--- src/rtl/rv_mem_pkg.sv ---
// rv_mem_pkg: encodings shared by the RAM access arbiter and its wait-state counter.
package rv_mem_pkg;

    typedef enum logic [1:0] {
        IDLE   = 2'd0,
        ACCESS = 2'd1,
        RESP   = 2'd2
    } state_e;

    localparam logic       OWN_IF  = 1'b0;
    localparam logic       OWN_LS  = 1'b1;
    localparam logic [3:0] BE_WORD = 4'hF;

    // Wide enough for latencies and streak limits up to 15.
    localparam int CNT_W = 4;

endpackage

--- src/rtl/ram_wait_counter.sv ---
// ram_wait_counter: loadable down-counter that stops at zero and flags it,
// usable for any RAM or peripheral wait-state sequencing.
module ram_wait_counter
    import rv_mem_pkg::*;
#(
    parameter int W = CNT_W
) (
    input  logic         clk_i,
    input  logic         rst_i,
    input  logic         load_i,
    input  logic [W-1:0] load_val_i,
    input  logic         dec_i,
    output logic         zero_o
);

    logic [W-1:0] cnt_q, cnt_d;

    // A load wins over a decrement; the count never wraps below zero.
    always_comb begin
        cnt_d = cnt_q;
        if (load_i) begin
            cnt_d = load_val_i;
        end else if (dec_i && (cnt_q != '0)) begin
            cnt_d = cnt_q - 1'b1;
        end
    end

    always_ff @(posedge clk_i or posedge rst_i) begin
        if (rst_i) begin
            cnt_q <= '0;
        end else begin
            cnt_q <= cnt_d;
        end
    end

    assign zero_o = (cnt_q == '0);

endmodule

--- src/rtl/ram_access_arbiter.sv ---
// ram_access_arbiter: shares the single RAM port between instruction fetch (IF) and
// load/store (LS), holding the strobes for RAM_LATENCY cycles and returning the word.
module ram_access_arbiter
    import rv_mem_pkg::*;
#(
    parameter int RAM_LATENCY   = 2,
    parameter int ADDR_W        = 8,
    parameter int LS_MAX_STREAK = 4
) (
    input  logic              iCLK,
    input  logic              iRST,
    input  logic              iIF_REQ,
    input  logic [31:0]       iIF_ADDR,
    output logic              oIF_ACK,
    output logic [31:0]       oIF_DATA,
    input  logic              iLS_REQ,
    input  logic              iLS_WR,
    input  logic [31:0]       iLS_ADDR,
    input  logic [31:0]       iLS_WDATA,
    input  logic [3:0]        iLS_BE,
    output logic              oLS_ACK,
    output logic [31:0]       oLS_RDATA,
    output logic              oRAM_CE,
    output logic              oRAM_RD,
    output logic              oRAM_WR,
    output logic [ADDR_W-1:0] oRAM_ADDR,
    output logic [31:0]       oRAM_WDATA,
    output logic [3:0]        oRAM_BE,
    input  logic [31:0]       iRAM_DATA,
    output logic              oBUSY
);

    localparam logic [CNT_W-1:0] WAIT_LOAD  = CNT_W'(RAM_LATENCY - 1);
    localparam logic [CNT_W-1:0] STREAK_MAX = CNT_W'(LS_MAX_STREAK);

    state_e            state_q, state_d;
    logic              owner_q, owner_d;
    logic [CNT_W-1:0]  streak_q, streak_d;
    logic              ce_q, ce_d, rd_q, rd_d, wr_q, wr_d;
    logic [ADDR_W-1:0] addr_q, addr_d;
    logic [31:0]       wdata_q, wdata_d;
    logic [3:0]        be_q, be_d;
    logic              if_ack_q, if_ack_d, ls_ack_q, ls_ack_d;
    logic [31:0]       if_data_q, if_data_d, ls_rdata_q, ls_rdata_d;
    logic              grant_ls, cnt_load, cnt_dec, cnt_zero;
    logic              unused_addr_bits;

    // Byte-offset and out-of-range address bits are intentionally dropped.
    assign unused_addr_bits = ^{iIF_ADDR[31:ADDR_W+2], iIF_ADDR[1:0],
                                iLS_ADDR[31:ADDR_W+2], iLS_ADDR[1:0]};

    ram_wait_counter #(.W(CNT_W)) u_wait (
        .clk_i      (iCLK),
        .rst_i      (iRST),
        .load_i     (cnt_load),
        .load_val_i (WAIT_LOAD),
        .dec_i      (cnt_dec),
        .zero_o     (cnt_zero)
    );

    always_ff @(posedge iCLK or posedge iRST) begin
        if (iRST) begin
            state_q    <= IDLE;
            owner_q    <= OWN_IF;
            streak_q   <= '0;
            ce_q       <= 1'b0;
            rd_q       <= 1'b0;
            wr_q       <= 1'b0;
            addr_q     <= '0;
            wdata_q    <= '0;
            be_q       <= '0;
            if_ack_q   <= 1'b0;
            ls_ack_q   <= 1'b0;
            if_data_q  <= '0;
            ls_rdata_q <= '0;
        end else begin
            state_q    <= state_d;
            owner_q    <= owner_d;
            streak_q   <= streak_d;
            ce_q       <= ce_d;
            rd_q       <= rd_d;
            wr_q       <= wr_d;
            addr_q     <= addr_d;
            wdata_q    <= wdata_d;
            be_q       <= be_d;
            if_ack_q   <= if_ack_d;
            ls_ack_q   <= ls_ack_d;
            if_data_q  <= if_data_d;
            ls_rdata_q <= ls_rdata_d;
        end
    end

    // LS normally wins; once it has taken STREAK_MAX grants in a row over a
    // waiting fetch, the fetch is forced through so the core cannot starve.
    always_comb begin
        state_d    = state_q;
        owner_d    = owner_q;
        streak_d   = streak_q;
        ce_d       = ce_q;
        rd_d       = rd_q;
        wr_d       = wr_q;
        addr_d     = addr_q;
        wdata_d    = wdata_q;
        be_d       = be_q;
        if_ack_d   = 1'b0;
        ls_ack_d   = 1'b0;
        if_data_d  = if_data_q;
        ls_rdata_d = ls_rdata_q;
        cnt_load   = 1'b0;
        cnt_dec    = 1'b0;
        grant_ls   = iLS_REQ && !(iIF_REQ && (streak_q == STREAK_MAX));

        unique case (state_q)
            IDLE: begin
                if (iIF_REQ || iLS_REQ) begin
                    state_d  = ACCESS;
                    cnt_load = 1'b1;
                    ce_d     = 1'b1;
                    if (grant_ls) begin
                        owner_d  = OWN_LS;
                        streak_d = iIF_REQ ? streak_q + 1'b1 : '0;
                        addr_d   = iLS_ADDR[ADDR_W+1:2];
                        wr_d     = iLS_WR;
                        rd_d     = !iLS_WR;
                        wdata_d  = iLS_WDATA;
                        be_d     = iLS_WR ? iLS_BE : BE_WORD;
                    end else begin
                        owner_d  = OWN_IF;
                        streak_d = '0;
                        addr_d   = iIF_ADDR[ADDR_W+1:2];
                        wr_d     = 1'b0;
                        rd_d     = 1'b1;
                        wdata_d  = '0;
                        be_d     = BE_WORD;
                    end
                end
            end
            ACCESS: begin
                cnt_dec = 1'b1;
                if (cnt_zero) begin
                    state_d = RESP;
                    ce_d    = 1'b0;
                    rd_d    = 1'b0;
                    wr_d    = 1'b0;
                    addr_d  = '0;
                    wdata_d = '0;
                    be_d    = '0;
                    if (owner_q == OWN_LS) begin
                        ls_ack_d   = 1'b1;
                        ls_rdata_d = wr_q ? 32'h0 : iRAM_DATA;
                    end else begin
                        if_ack_d  = 1'b1;
                        if_data_d = iRAM_DATA;
                    end
                end
            end
            RESP: begin
                state_d = IDLE;
            end
            default: begin
                state_d = IDLE;
            end
        endcase
    end

    assign oIF_ACK    = if_ack_q;
    assign oIF_DATA   = if_data_q;
    assign oLS_ACK    = ls_ack_q;
    assign oLS_RDATA  = ls_rdata_q;
    assign oRAM_CE    = ce_q;
    assign oRAM_RD    = rd_q;
    assign oRAM_WR    = wr_q;
    assign oRAM_ADDR  = addr_q;
    assign oRAM_WDATA = wdata_q;
    assign oRAM_BE    = be_q;
    assign oBUSY      = (state_q != IDLE);

endmodule

--- config.mk ---
export PLATFORM = sky130hd
export DESIGN_NAME = ram_access_arbiter
export DESIGN_NICKNAME = d
export VERILOG_FILES = /design/src/rtl/rv_mem_pkg.sv /design/src/rtl/ram_wait_counter.sv /design/src/rtl/ram_access_arbiter.sv
export SDC_FILE = /design/constraint.sdc
export NUM_CORES = 1
export LEC_CHECK = 0
export ABC_AREA = 1
export CELL_PAD_IN_SITES_DETAIL_PLACEMENT = 0
export CELL_PAD_IN_SITES_GLOBAL_PLACEMENT = 2
export CORE_MARGIN = 4
export CORE_UTILIZATION = 20
export DETAILED_ROUTE_END_ITERATION = 10
export PLACE_DENSITY = 0.73
export SLEW_MARGIN = 20
export SYNTH_ARGS = -nofsm -noshare
export SYNTH_HDL_FRONTEND = slang
export SYNTH_SLANG_ARGS = --single-unit
--- constraint.sdc ---
create_clock -name iCLK -period 4.7 [get_ports iCLK]
set_input_delay 1.175 -clock iCLK [delete_from_list [all_inputs] [get_ports iCLK]]
set_output_delay 1.175 -clock iCLK [all_outputs]
set_load 0.02 [all_outputs]
* Yosys cells after proc, flatten, opt, wreduce, memory -nomap -nowiden
Index checks and enable logic that the tools add are counted.
** Word-level totals
- Register bits after elaboration :: 124
- Output and inout port bits :: 114
- Bits of input ports :: 137
** Cells by class
- Reduce and logical (&&, ||, !) cells :: 17
- Add/subtract/negate cells :: 2
- Bitwise gates (word level) :: 1
- Muxes and demuxes :: 40
- Equality and inequality tests :: 4
** Operators with widths (count)
- $mux W32 :: 4
- $pmux W32 S2 :: 1
- $mux W4 :: 8
- $mux W8 :: 3
- $mux W1 :: 16
- $pmux W8 S2 :: 1
- $reduce_and A3 Y1 :: 3
- $pmux W4 S2 :: 1
- $pmux W1 S2 :: 3
- $reduce_bool A2 Y1 :: 3
- $add A4 B1 Y4 const B :: 1
- $eq A4 B3 Y1 const B :: 1
- $logic_not A4 Y1 :: 1
- $mux W2 :: 2
- $ne A2 B2 Y1 const B :: 2
- $pmux W2 S2 :: 1
- $reduce_and A2 Y1 :: 2
- $reduce_bool A4 Y1 :: 1
- $sub A4 B1 Y4 const B :: 1
- $logic_and A1 B1 Y1 :: 3
- $eq A2 B1 Y1 const B :: 1
- $logic_not A1 Y1 :: 2
- $logic_not A2 Y1 :: 1
- $logic_or A1 B1 Y1 :: 1
- $not A1 Y1 :: 1

* Depth between registers and ports, before layout
Gate-level depths: netlist of run 1.
- Depth after elaboration :: 7
- Gate-level depth with buffers :: 10

* Hierarchy
From an unflattened synthesis of run 1, not the netlist that was laid out.
** Unflattened totals
- Cell total of the unflattened synthesis :: 609
- Area total of the unflattened synthesis :: 5206.2 um2
** By module, submodules not included
- ram_access_arbiter :: area an instance 4907.2 um2, cells an instance 562, times used 1, sequential area each 3002.9 um2
- ram_wait_counter :: area an instance 299.0 um2, cells an instance 47, times used 1, sequential area each 100.1 um2

* Least setup slack after synthesis of run 1
OpenSTA, ideal clock, no wires.
- Kind :: input to register
- From :: input iIF_REQ
- To :: register addr_q[0] (netlist: oRAM_ADDR[0])
- Slack :: 2.720 ns
- Data arrival time :: 1.916 ns
- Setup time :: 0.065 ns
- Path buffers :: 1
- Data required time :: 4.635 ns
- Cell stages on the path :: 6
- Path through :: o21ai_2 -> inv_2 -> nor2_2 -> buf_4 -> nand2_1 -> nand2_1
** On the way
- Longest elaborated chain between the ends :: 6
- Elaborated cells on any way between the ends :: 9
- Those cells by class :: eq/ne: 1; mux: 3; reduce/logical: 5
** Ends and longest elaborated chain
- from (decl) :: RTL line ram_access_arbiter.sv:12 : input logic iIF_REQ,
- $logic_and A1 B1 Y1 :: RTL line ram_access_arbiter.sv:111 : grant_ls = iLS_REQ && !(iIF_REQ && (streak_q == STREAK_MAX));
- $logic_not A1 Y1 :: RTL line ram_access_arbiter.sv:111
- $logic_and A1 B1 Y1 :: RTL line ram_access_arbiter.sv:111
- $mux W8 :: RTL line ram_access_arbiter.sv:119 : if (grant_ls) begin
- $mux W8 :: RTL line ram_access_arbiter.sv:115 : if (iIF_REQ || iLS_REQ) begin
- $pmux W8 S2 :: RTL line ram_access_arbiter.sv:113 : unique case (state_q)
- to (signal assigned) :: RTL line ram_access_arbiter.sv:83 : addr_q <= addr_d;
- to (decl) :: RTL line ram_access_arbiter.sv:40 : logic [ADDR_W-1:0] addr_q, addr_d;
Parallel ways exist; a longest one is shown, timed or not. The select of a mux whose other input is x is not followed.
A chain may end at the register's enable or synchronous reset.

* Final worst setup path of run 1
- From :: register wr_q (netlist: oRAM_WR)
- To :: output oRAM_WR
** RTL lines
- from (decl) :: RTL line ram_access_arbiter.sv:39 : logic ce_q, ce_d, rd_q, rd_d, wr_q, wr_d;
- from (signal assigned) :: RTL line ram_access_arbiter.sv:82 : wr_q <= wr_d;
- to (decl) :: RTL line ram_access_arbiter.sv:25 : output logic oRAM_WR,
No word-level cell between the ends.

==> results of run 1 <==
[path summary, 6_finish.rpt]
path                                          from                          to  slack, ns  depth (start not counted)
hold / removal                 oRAM_CE$_DFFE_PP0P_         oRAM_CE$_DFFE_PP0P_       0.48                          2
max in group asynchronous                     iRST  oRAM_WDATA[31]$_DFFE_PP0P_       2.67                          3
setup / recovery               oRAM_WR$_DFFE_PP0P_                     oRAM_WR       1.67                          2
min in group asynchronous                     iRST           oIF_ACK$_DFF_PP0_       1.22                          2
hold reg to reg                oRAM_CE$_DFFE_PP0P_         oRAM_CE$_DFFE_PP0P_       0.48                          2
setup reg to reg           streak_q[0]$_DFFE_PP0P_  oRAM_WDATA[23]$_DFFE_PP0P_       2.37                         10
[critical path, stage by stage, from the launching register on]
cell and delay (ns):
dfrtp_1 0.32, buf_4 0.38, clkdlybuf4s50_1 0.74
[cells by family (layout without fill, tap and decap cells)]
| group | after synthesis | count (layout) | share of synthesized area (%) |
|---|---|---|---|
| AOI/OAI and AO/OA | 71 | 71 | 8.384 |
| xor gates and xnor gates | 2 | 2 | 0.3279 |
| adders and majority gates | 4 | 4 | 0.9368 |
| buffers and inverters | 98 | 309 | 8.290 |
| DFF | 124 | 124 | 58.08 |
| and+or+nand+nor | 324 | 324 | 23.98 |
[area by class of cell]
cell class                      count  area share, %
Clock buffer                       20          5.623
Inverter                           66          3.045
Tap cell                          335          5.050
Clock inverter                     11          1.718
Sequential cell                   124          37.38
Timing Repair Buffer              212          25.41
Multi-Input combinational cell    401          21.77
[metrics by stage]
step | instance area (um2) | hold slack (ns)
3_5_place_dp | 7686 | 0.4647
2_1_floorplan | 5343 | 0.4652
4_1_cts | 8295 | 0.4807
6_report | 8300 | 0.4754
5_1_grt | 8300 | 0.4961
3_3_place_gp | 7686 | 0.4561
[power breakdown]
part | internal [W] | leakage [nW] | switching (W) | total, W
sequential | 0.00159 | 1.55 | 0.000265 | 0.00186
clock | 0.000870 | 0.286 | 0.000505 | 0.00138
combinational | 0.00126 | 2.17 | 0.00174 | 0.00300
[per-layer routing]
metal	up-vias	share of wire, %	wire length [um]	GRT usage, %
li1	2322	-	-	-
met1	2099	45	7739	14.99
met2	173	42	7079	16.96
met3	16	12	2006	6.504
met5	-	0.076	13	0
met4	2	1.1	191	3.617
[flip-flops by register name, indices dropped and copies added (netlist names), 2 cells and up]
register and count:
state_q 2, oIF_DATA 32, streak_q 4, oRAM_ADDR 8, u_wait.cnt_q 4, oLS_RDATA 32
oRAM_WDATA 32, oRAM_BE 4
[cells in the mapped netlist (all sizes together), types with 2 or more instances]
cell type  count  area [um2]
nand2        249       937.2
dfrtp        124        3103
o21ai         69       435.4
inv           66       247.7
nor2          39       158.9
nand3         32       160.2
buf           22       157.7
clkbuf        10       37.54
ha             4       50.05
nand4          4       25.02
o22ai          2       12.51
==> results summary, run 1 <==
The final layout net count is 963. The worst vdd rail ir drop is 0.2630 mV. The floorplan has 59 rows. TritonCTS built the clock tree.

The library cell used most frequently in the layout, excluding fill and tap cells, is nand2_1. Clock tree synthesis inserted a total of 17 buffers. Summed over all layers, the global routing overflow is 0.

The total half-perimeter wirelength after legalization and detailed placement is 11310 um. The overall die width is 171.4 um. In this run the remaining antenna-violating nets after routing total 0. Along the worst path, the maximum fanout reaches 34. Dividing the synthesized area by the synthesized cell count gives 8.576 um2. In the synthesized netlist the async set-or-reset flop fraction comes to 100.0%.

The leakage component of the power came out at 4.006 nW. The boundary pin count is 251. In the routed design, unresolved DRC markers number 0. The clock period minus final worst setup slack came out at 3.034 ns.

Timing would allow up to 0.3296 GHz. For this run, the number of standard cells in the final layout without fillers is 1169. The worst setup path is captured at an output pin.

Once the floorplan was initialized, standard cells occupied 20.39% of the core. The clock skew after layout came out at 0.009371 ns. The worst setup path is launched from a register. In this run the tightest slew margin relative to its limit is 51.99%. The total routed wirelength came out at 17030 um. For the worst setup path, the data required time is 3.52 ns. The count of flip-flops with a built-in enable after synthesis came out at 0.

The overall track demand over capacity in global routing came out at 11.73%. The global-route wire length before repair is 26700 um. After floorplanning, the core was sized to cover 26210 um2.

From bottom edge to top edge, the die measures 171.4 um. The number of DRC markers after the initial detailed-route iteration is 163. After detailed routing, the number of vias per cell comes to 3.945. Summing all flip-flop and latch instances after layout gives 3103 um2.

The cell count after synthesis came out at 623. Clock-pin slew was measured on the worst setup and hold paths at 0.06 ns. The maximum clock path buffer count is 2. The initial antenna violation count came to 1.

The tool flagged a number of max-cap violations equal to 0. The layout cell share with drive strength beyond 1 came out at 8.633%. The number of pins exceeding their max-slew limit in the final report is 0. The area of the multi-input gates came out at 1807 um2. The share of synthesized area occupied by flip-flops and latches came out at 58.08%. In the final routed layout, each cell accounts on average for 14.57 um.

The signed area change from the synthesized netlist to the final layout came out at 55.36%. The final number of hold-violating endpoints is 0. Counting distinct cell types in the post-synthesis netlist gives 21. The power per cell area came out at 750.7 nW/um2. The via count of the first global-routing pass came to 4699.

The number of buffers inserted to repair setup after CTS came out at 0. The clock latency on the worst-skew pair came out at 0.42 ns. The synthesis warning total came out at 0. The post-synthesis instance area came out at 5343 um2.

The flow ran to the end, and the final reports show no timing, DRC or antenna violations. The type of the most critical hold path is register to register. The clock root buffer master is clkbuf_16.

Entering global routing, the biggest net connects 66 pins. The critical path is of the register to output pin type. The global placer's final weighted congestion came out at 0.7047. The number of clock sinks seen by CTS came out at 124. The placement-stage worst setup slack is 1.253 ns. For this run, the leading register cell type out of synthesis is dfrtp_1. The transition time at the pin with the least slew margin is 0.7194 ns. Data arrives at the worst endpoint at 1.86 ns.

The hold buffer count at cts came out at 0. The library cells used most frequently in the layout, excluding fill and tap cells, are 248 x nand2_1, 202 x clkdlybuf4s50_1, 124 x dfrtp_1. The number of optimization iterations in the first detailed-route pass is 4.

The die covers 29390 um2. Measured on the finished design, the core utilization comes to 31.67%. Setup violations remaining at the end of the flow were counted as 0. Total power for the finished layout comes to 0.006231 W. The H-tree was split into 4 levels. After clock tree synthesis, the repair step resized 0 gates. The total nets after synthesis is 764. The via count of the routed design is 4612. The number of synthesized register bits is 124. The minimum setup slack in the final design came out at 1.666 ns. The number of diodes added for antenna fixing came out at 0. Setup repair after global routing left no endpoint under its margin. The placed cell count came out at 1138.

The total of fill cells in the finished design came out at 2805. The setup TNS after final layout came out at 0 ns. Input and output buffers added on the ports amount to 202. The worst path uses 64.56% of the clock period.
Power figures use the tool's default switching activity.
==> run 2: changes to the inputs <==
==> constraint.sdc (replaced) <==
create_clock -name iCLK -period 2.7 [get_ports iCLK]
set_input_delay 0.675 -clock iCLK [delete_from_list [all_inputs] [get_ports iCLK]]
set_output_delay 0.675 -clock iCLK [all_outputs]
set_load 0.02 [all_outputs]
==> run 2 against run 1 <==
Net effect: non-clock buffer count up 2; flip-flop and latch count unchanged; die area unchanged; power up 75%; sequential share of layout area down 0.22 points; clock skew down 0.0027 ns; largest power group unchanged; combinational power up 75%; critical path type unchanged; wire length down 0.60%; critical path depth up 1.
==> results summary, run 2 (synthesized netlist as in run 1, its figures left out) <==
The run finished with clean final reports. The count of final setup violators came out at 0 (unchanged). The hold buffer count at cts is 0 (unchanged). The clock slew at the register clock pins of the worst setup and hold paths is 0.06 ns (about the same). The cell area after placement came to 7737 um2 (+0.67%). The tree is rooted in a clkbuf_16.

The overall die width is 171.4 um (unchanged). The number of H-tree levels came out at 4 (unchanged). The maximum frequency from static timing analysis came out at 0.4256 GHz. The number of DRC markers after the initial detailed-route iteration came out at 281 (+72%).

The boundary pin count is 251 (unchanged). The final period utilization is 87.03%. The routed via count divided by cell count was 3.937 (-0.21%). The total half-perimeter wirelength after legalization and detailed placement came out at 11400 um (+0.76%). The post-cts sizing count is 0 (unchanged). The global route total overflow was 0 (unchanged). The die boundary height was 171.4 um (unchanged). The final design area excluding fillers came out at 8351 um2 (+0.60%). The area of the multi-input gates is 1802 um2 (-0.28%). The quantity of I/O buffers inserted on ports came out at 202 (unchanged). The die area came to 29390 um2 (unchanged). The total power draw came to 0.01089 W (+75%). The routed wirelength normalized by instance count came to 14.44 um (-0.85%). The area of all sequential standard cells is 3103 um2 (unchanged).

The initial antenna violation count came out at 0 (-1). The number of diodes added for antenna fixing came out at 0 (unchanged). The tightest min-delay check is of the register to register type. The number of optimization iterations in the first detailed-route pass is 4 (unchanged). The final number of hold-violating endpoints is 0 (unchanged). The total of fill cells in the finished design is 2740 (-2.3%). The global-route wire length before repair came out at 26490 um (-0.78%).

The post-route core utilization came out at 31.86% (+0.19 points). The total routed wirelength came out at 16930 um (-0.60%). The clock latency on the worst-skew pair is 0.42 ns (about the same). The setup TNS after final layout is 0 ns (unchanged). The transition time at the pin with the least slew margin came out at 0.5273 ns (-0.1921 ns). Setup repair after global routing left no endpoint under its margin. The number of buffers inserted to repair setup after CTS came out at 0 (unchanged). The via count of the first global-routing pass is 4666 (-0.70%). The highest net fanout along the worst path came to 4 (-88%).

The worst setup path is captured at an output pin. The arrival time at the worst endpoint came out at 1.67 ns (-0.19 ns). The number of CTS-inserted buffers came out at 17 (unchanged). The number of DRC violations after detailed routing came out at 0 (unchanged).

The via count of the routed design came out at 4614 (+0.043%). The row count came out at 59 (unchanged). The number of clock sinks seen by CTS is 124 (unchanged). The required time reported for the critical path endpoint is 2.03 ns (-1.49 ns). The initial standard-cell utilization of the core is 20.39% (unchanged).

The number of pins exceeding their max-slew limit in the final report was 0 (unchanged). The overall track demand over capacity in global routing was 11.58% (-0.16 points). The clock skew after layout is 0.006683 ns (-0.002687 ns). In the layout the commonest cells are 248 x nand2_1, 202 x clkdlybuf4s50_1, 124 x dfrtp_1. The signed area change from the synthesized netlist to the final layout came out at 56.30%.

The power per cell area is 1304 nW/um2 (+74%). The worst vdd rail ir drop came out at 0.7148 mV (+170%). The category of the worst setup path launch point is a register. The final layout net count is 965 (+0.21%).

The clock period minus final worst setup slack came out at 2.350 ns. The standard cell core area came to 26210 um2 (unchanged). The library cell used most frequently in the layout, excluding fill and tap cells, is nand2_1. The leakage component of the power came out at 4.022 nW (+0.39%). The reported max-cap violation count is 0 (unchanged). The pin count of the biggest net entering global routing is 74 (+12%). The maximum clock path buffer count was 2 (unchanged).

The layout cell share with drive strength beyond 1 came out at 8.722% (+0.089 points). The global placer's final weighted congestion is 0.6878 (-2.4%). The CTS tree is yes. The relative slew slack is 64.72% (+13 points). The count of antenna-violating nets left after detailed routing came to 0 (unchanged). The type of the worst setup path is register to output pin.
==> run 2: cell count changes in the layout (fill, tap and decap cells not counted) <==
cell / change
buf_12: +3
buf_4: -1
clkbuf_1: +2
clkinv_2: -1
clkinv_4: +1
inv_6: -1
nand2_2: +1
nand2_4: -1
==> run 2: path summary, 6_finish.rpt <==
check / from / to / slack (ns) / cells past startpoint
min in group asynchronous: iRST / streak_q[3]$_DFFE_PP0P_ / 0.72 / 3
max in group asynchronous: iRST / oIF_ACK$_DFF_PP0_ / 1.57 / 3
worst min register to register: oRAM_CE$_DFFE_PP0P_ / oRAM_CE$_DFFE_PP0P_ / 0.47 / 2
worst max register to register: u_wait.cnt_q[0]$_DFFE_PP0P_ / oIF_DATA[27]$_DFFE_PP0P_ / 0.78 / 8
worst max-delay path: state_q[0]$_DFFE_PP0P_ / oBUSY / 0.35 / 3
worst min-delay path: oRAM_CE$_DFFE_PP0P_ / oRAM_CE$_DFFE_PP0P_ / 0.47 / 2
==> run 2: per-layer routing <==
metal / up-vias / track usage, % / part of all wire [%]
met2: 178 / 16.97 / 42
met4: 0 / 3.100 / 1.2
met1: 2103 / 15.08 / 46
met3: 13 / 5.930 / 11
met5: - / 0 / 0
li1: 2320 / - / -
==> run 2: area by class of cell <==
cell class | count | area share [%]
multi-input cells | 401 | 21.58
repair buffers | 214 | 25.89
flip-flops and latches | 124 | 37.16
clock inverters | 10 | 1.663
well taps | 335 | 5.019
inverters | 66 | 3.012
clock buffers | 22 | 5.679
==> run 2: worst max-delay path, cell delays in order, from the launching register on <==
cell             delay [ns]
dfrtp_1                0.37
nor2_1                 0.28
inv_1                  0.08
clkdlybuf4s50_1        0.54
==> run 2: where the power goes <==
part	total, W	internal [W]	switching [W]
Clock	0.00242	0.00153	0.000898
Combinational	0.00524	0.00224	0.00300
Sequential	0.00323	0.00277	0.000464
Total	0.0109	0.00653	0.00436
==> run 2: metrics by stage <==
stage,hold slack [ns],setup WS (ns),cells
after floorplan,0.4652,0.4997,623
after global placement,0.4611,0.2913,1140
after detailed placement,0.4644,0.3415,1140
after CTS,0.4780,0.2831,1172
after global routing,0.4952,0.2343,1172
final,0.4722,0.3501,1172
